`src/rtl/spi_master_slave.sv`:
```
// SPI mode-0 loopback: master and slave engines exchange one byte full-duplex; SPI_LSB_FIRST_EN selects LSB-first.
// Latency: done rises 16*CLK_DIV cycles after the launch edge.
// Backpressure: none; a start rising edge while busy is dropped.
module spi_master_slave #(
   parameter int unsigned CLK_DIV = 1
) (
   input  logic       clk,
   input  logic       reset,
   input  logic       start,
   input  logic [7:0] data_in_master,
   input  logic [7:0] data_in_slave,
   output logic [7:0] data_out_master,
   output logic [7:0] data_out_slave,
   output logic       done,
   output logic       sclk,
   output logic       ss,
   output logic       mosi,
   output logic       miso
);

   typedef enum logic {IDLE, XFER} state_t;

   localparam logic [7:0] DIV_LAST = 8'(CLK_DIV - 1);

   state_t     state;
   logic       start_q;
   logic       start_rise;
   logic [7:0] m_shreg;
   logic [2:0] m_cnt;
   logic [7:0] div_cnt;
   logic [7:0] s_shreg;
   logic [2:0] s_cnt;
   logic       sclk_q;
   logic       s_rise;

   logic       m_first;
   logic       m_next;
   logic [7:0] m_shift;
   logic [7:0] s_shift;

`ifdef SPI_LSB_FIRST_EN
   assign m_first = data_in_master[0];
   assign m_next  = m_shreg[0];
   assign m_shift = {miso, m_shreg[7:1]};
   assign s_shift = {mosi, s_shreg[7:1]};
   assign miso    = s_shreg[0];
`else
   assign m_first = data_in_master[7];
   assign m_next  = m_shreg[7];
   assign m_shift = {m_shreg[6:0], miso};
   assign s_shift = {s_shreg[6:0], mosi};
   assign miso    = s_shreg[7];
`endif

   assign start_rise = start & ~start_q;
   assign s_rise     = sclk & ~sclk_q & ~ss;

   // Received bits share the transmit register: each rise shifts one in, each fall exposes the next tx bit.
   always_ff @(posedge clk or negedge reset) begin
      if (!reset) begin
         state           <= IDLE;
         start_q         <= 1'b0;
         m_shreg         <= '0;
         m_cnt           <= '0;
         div_cnt         <= '0;
         sclk            <= 1'b0;
         ss              <= 1'b1;
         mosi            <= 1'b0;
         done            <= 1'b0;
         data_out_master <= '0;
      end else begin
         start_q <= start;
         case (state)
            IDLE: begin
               if (start_rise) begin
                  m_shreg <= data_in_master;
                  ss      <= 1'b0;
                  mosi    <= m_first;
                  done    <= 1'b0;
                  m_cnt   <= '0;
                  div_cnt <= '0;
                  state   <= XFER;
               end
            end
            XFER: begin
               if (div_cnt == DIV_LAST) begin
                  div_cnt <= '0;
                  if (!sclk) begin
                     sclk    <= 1'b1;
                     m_shreg <= m_shift;
                  end else begin
                     sclk <= 1'b0;
                     if (m_cnt == 3'd7) begin
                        ss              <= 1'b1;
                        mosi            <= 1'b0;
                        done            <= 1'b1;
                        data_out_master <= m_shreg;
                        state           <= IDLE;
                     end else begin
                        m_cnt <= m_cnt + 3'd1;
                        mosi  <= m_next;
                     end
                  end
               end else begin
                  div_cnt <= div_cnt + 8'd1;
               end
            end
            default: state <= IDLE;
         endcase
      end
   end

   // Rise detection lags sclk by a cycle, so mosi is still the bit the master launched.
   always_ff @(posedge clk or negedge reset) begin
      if (!reset) begin
         s_shreg        <= '0;
         s_cnt          <= '0;
         sclk_q         <= 1'b0;
         data_out_slave <= '0;
      end else begin
         sclk_q <= sclk;
         if (ss) begin
            s_shreg <= data_in_slave;
            s_cnt   <= '0;
         end else if (s_rise) begin
            s_shreg <= s_shift;
            if (s_cnt == 3'd7) begin
               data_out_slave <= s_shift;
               s_cnt          <= '0;
            end else begin
               s_cnt <= s_cnt + 3'd1;
            end
         end
      end
   end

endmodule

```
`config.mk`:
```
export PLATFORM = sky130hd
export DESIGN_NAME = spi_master_slave
export DESIGN_NICKNAME = d
export VERILOG_FILES = /design/src/rtl/spi_master_slave.sv
export SDC_FILE = /design/constraint.sdc
export NUM_CORES = 1
export LEC_CHECK = 0
export ABC_CLOCK_PERIOD_IN_PS = 3630
export CAP_MARGIN = 40
export CORE_MARGIN = 2
export CORE_UTILIZATION = 55
export CTS_CLUSTER_SIZE = 14
export DETAILED_ROUTE_END_ITERATION = 10
export PLACE_DENSITY = 0.83
export SKIP_CTS_REPAIR_TIMING = 1
export SYNTH_ARGS = -nofsm -noshare
export SYNTH_HDL_FRONTEND = slang
export SYNTH_SLANG_ARGS = --single-unit
```
`constraint.sdc`:
```
create_clock -name clk -period 3.63 [get_ports clk]
set_clock_uncertainty 0.05 [all_clocks]
set_input_delay 0.9075 -clock clk [delete_from_list [all_inputs] [get_ports clk]]
set_output_delay 0.9075 -clock clk [all_outputs]
set_load 0.02 [all_outputs]
```
Yosys cells after proc, flatten, opt, wreduce, memory -nomap -nowiden:

Index checks and enable logic that the tools add are counted.

* flip-flop bits (word level): 53
* bits in latches: 0
* RAM bits: 0
* bits in read-only memories: 0
* input port bits: 19
* memories: 0

* $add $sub $neg: 3
* multipliers: 0
* div/mod/pow operators: 0
* $lt $le $gt $ge: 0
* equal/unequal tests: 8
* shift-type cells: 0
* multiplexer cells: 33
* bitwise operators: 7
* reduce and logical (&&, ||, !) cells: 9

Operators with widths (count)
* $mux W8: 7
* $pmux W8 S2: 2
* $mux W3: 7
* $mux W1: 13
* $reduce_and A4 Y1: 3
* $reduce_and A3 Y1: 3
* $add A8 B1 Y8 const B: 1
* $logic_not A8 Y1: 1
* $ne A2 B2 Y1 const B: 4
* $add A3 B1 Y3 const B: 2
* $eq A3 B3 Y1 const B: 2
* $pmux W1 S2: 3
* $pmux W3 S2: 1
* $ne A2 B1 Y1 const B: 2
* $not A1 Y1: 4
* $and A1 B1 Y1: 3
* $reduce_and A2 Y1: 1
* $reduce_bool A2 Y1: 1

Logic depth before layout (Yosys ltp):

* depth after elaboration: 5
* mapped depth: 7

Worst setup path before layout:

No wires, ideal clock.

* kind: flip-flop to flip-flop
* start: reg div_cnt[0]
* end: reg data_out_master[0]
* setup time: 0.125 ns
* arrival time: 1.708 ns
* required time: 3.455 ns
* setup slack: 1.747 ns
* stages on the path, launching flop included: 8
* path buffers: 1
* clock period less this slack: 1.883 ns
* cell sequence: dfrtp_1 -> inv_1 -> ha_1 -> nor4b_4 -> nand3_2 -> or2_4 -> buf_6 -> mux2_4

* cells in the longest elaborated chain, start to end: 2

Ends and longest elaborated chain
* start, declared: RTL line 30 `logic [7:0] div_cnt;`
* start signal, assigned: RTL line 105 `div_cnt <= div_cnt + 8'd1;`
* $logic_not A8 Y1: RTL line 86 `if (div_cnt == DIV_LAST) begin`
* $reduce_and A4 Y1 (no line)
* end signal, assigned: RTL line 97 `data_out_master <= m_shreg;`
* end, declared: RTL line 12 `output logic [7:0] data_out_master,`

Every way passes these cells.
A chain may end at the register's enable or synchronous reset.

Worst setup path after layout:

* start: reg ss
* end: out ss

RTL lines
* start, declared: RTL line 16 `output logic ss,`
* start signal, assigned: RTL line 67 `ss <= 1'b1;`
* start signal, assigned: RTL line 77 `ss <= 1'b0;`
* start signal, assigned: RTL line 94 `ss <= 1'b1;`

No word-level cell between the ends.

==> out/metrics.cfg <==
[status]
status=completed

[critical_path]
critPathTopFamily=flip-flops
path_max_fanout=22
reg2reg_setup_slack_ns=1.57
critPathSlowestCell=dfstp_2
worst-r2r-cell-count=6
cp_data_arrival_time_ns=1.73
cp_num_buf_inv=1
cp.depth=1
worstPathCellList=clkdlybuf4s50_1
path_class=flop to output port
critPathLaunchType=flop
slowest_delay_ns=0.75
critPathCaptureType=output port
critical_path_required_ns=2.67

[clocking]
htreeDepth=2
cts_tree=done
clock_latency_ns=0.31
clk_pin_slew_ns=0.09
cts_buffers=5
cts_buffer_depth=2
cts.sinks=53
clockRootBuffer=clkbuf_8

[flow_run]
maxCapViolations=0

[sta]
hold_viol=0
period_minus_slack_ns=2.68
setup_viol_count_final=0
drv_slew=0
rsz0062_at_grt=no
worstMarginPinSlew_ns=0.679
max_freq_ghz=0.373
setup_tns_ns=0
setup_ws_ns=0.947
fin_crit_sh_pct=73.9
slew_headroom_pct=54.5
holdWs_ns=0.461

[synth]
synth.avg_cell_area_sq_um=11.6
async_flop_share_pct=100
synth_area_sq_um=2530
synth_cell_types=41
synth_top_area_share_pct=51.4
yosysWarnings=0
synth_seq_cells=53
synthCells=219
synthFlopType=dfrtp_1
yosysTopAreaCell=dfrtp_1
seq_area_frac_synth_pct=52.4
synth_area_leaders=dfrtp_1 51%, mux2i_1 8.7%, mux2_2 4.4%
synth_edf_count=0
syn-num-nets=244

[placed_design]
hpwlAfterDp_mm=3.33
gp_congestion=0.812
pre_cts_slack_ns=1.08
io_buffers=39

[finish]
utilization_pct=70.5
diodes=0
multi_input_area_sq_um=1140
nNetsFinal=282
area_delta_synth_final_pct=22.0
regArea_sq_um=1330
final_cell_mix=52 x dfrtp_1, 38 x clkdlybuf4s50_1, 28 x nand2_1
final_common_cell=dfrtp_1
fillers=322
drive_gt1_share_pct=13.6

[grt]
grt_max_degree=26
grt_use_total_pct=20.1
grt_pass1_vias=1740
grt-ovfl-total=0
antenna_found_initial=0
grt_pass1_wl_mm=8.02

[routing]
wl_per_cell_microns=15.0
vias=1711
drc=0
drt_iter0_drc=191
vias_per_cell=5.52
drtAntennaViolNets=0
routed_wl_mm=4.65
drt_pass1_iterations=4

[hold_path]
hold_path_depth=1
hold_class=flop to flop

[floorplanning]
pin_count=40
core-area_sq_um=4380
die_x_microns=71.9
die_h_microns=71.9
fp-row-count=24
start_util_pct=57.8
die-area_sq_um=5170

[pwr]
ir_worst_vdd_v=0.000355
p_leak_nw=1.48
power_density_nw_per_um2=612

[synthesized netlist by cell type, types with 2 or more instances]
master and instances:
a211oi_1 7, a21oi_1 12, a31oi_1 2, and2_1 8, and3_1 2, buf_1 2
buf_2 2, clkbuf_1 7, dfrtp_1 52, ha_1 6, inv_1 2, mux2_2 10
mux2_4 7, mux2i_1 22, nand2_1 28, nand2b_1 4, nand3_1 5, nor2_1 3
nor2b_1 2, o21ai_0 12, xnor2_1 3, xor2_1 2
[path summary, 6_finish.rpt]
kind	start	to
worst min register to register	data_out_slave[6]$_DFFE_PN0P_	data_out_slave[6]$_DFFE_PN0P_
worst min-delay path	data_out_slave[6]$_DFFE_PN0P_	data_out_slave[6]$_DFFE_PN0P_
worst max-delay path	ss$_DFFE_PN1P_	ss
worst max register to register	div_cnt[0]$_DFFE_PN0P_	m_shreg[4]$_DFFE_PN0P_
min in group asynchronous	reset	div_cnt[3]$_DFFE_PN0P_
max in group asynchronous	reset	s_shreg[7]$_DFFE_PN0P_
[layer usage]
metal / share of wire, % / global-route usage (%) / routed length (microns) / vias up
li1: - / - / - / 849
met1: 47 / 27.9 / 2170 / 827
met2: 48 / 31.1 / 2250 / 28
met3: 3.3 / 4.78 / 152 / 7
met4: 1.7 / 7.34 / 80 / 0
met5: 0 / 0 / 0 / -
[where the power goes]
part | total [mW] | switching (mW) | internal (mW)
Clock | 0.395 | 0.188 | 0.207
Combinational | 0.520 | 0.243 | 0.277
Sequential | 0.977 | 0.213 | 0.764
[cell families after synthesis]
logic type / share of synthesized area [%]
AOI/OAI and AO/OA: 9.28
xor gates and xnor gates: 1.73
adders and majority gates: 2.96
and+or+nand+nor: 13.9
buffers and inverters: 2.47
muxes: 17.3
DFF: 52.4
[stage by stage]
stage | instances | cell area, sq um | power (mW)
3_3_place_gp | 300 | 2940 | 1.47
6_report | 310 | 3090 | 1.89
2_1_floorplan | 219 | 2530 | 1.31
3_5_place_dp | 302 | 2980 | 1.51
4_1_cts | 310 | 3090 | 1.91
5_1_grt | 310 | 3090 | 2.03
[area by class of cell]
| cell class | count | area share [%] |
|---|---|---|
| inverter | 2 | 0.243 |
| multi-input combinational | 152 | 37.0 |
| tap | 52 | 2.11 |
| timing repair buffer | 43 | 14.1 |
| sequential | 53 | 43.0 |
| clock buffer | 6 | 2.35 |
| clock inverter | 2 | 1.26 |
[flip-flops by register name (all words and copies together) (netlist names), 3 cells and up]
signal           count
s_cnt                3
data_out_master      8
s_shreg              8
data_out_slave       8
div_cnt              8
m_shreg              8
m_cnt                3
(Power assumes the default switching activity.)
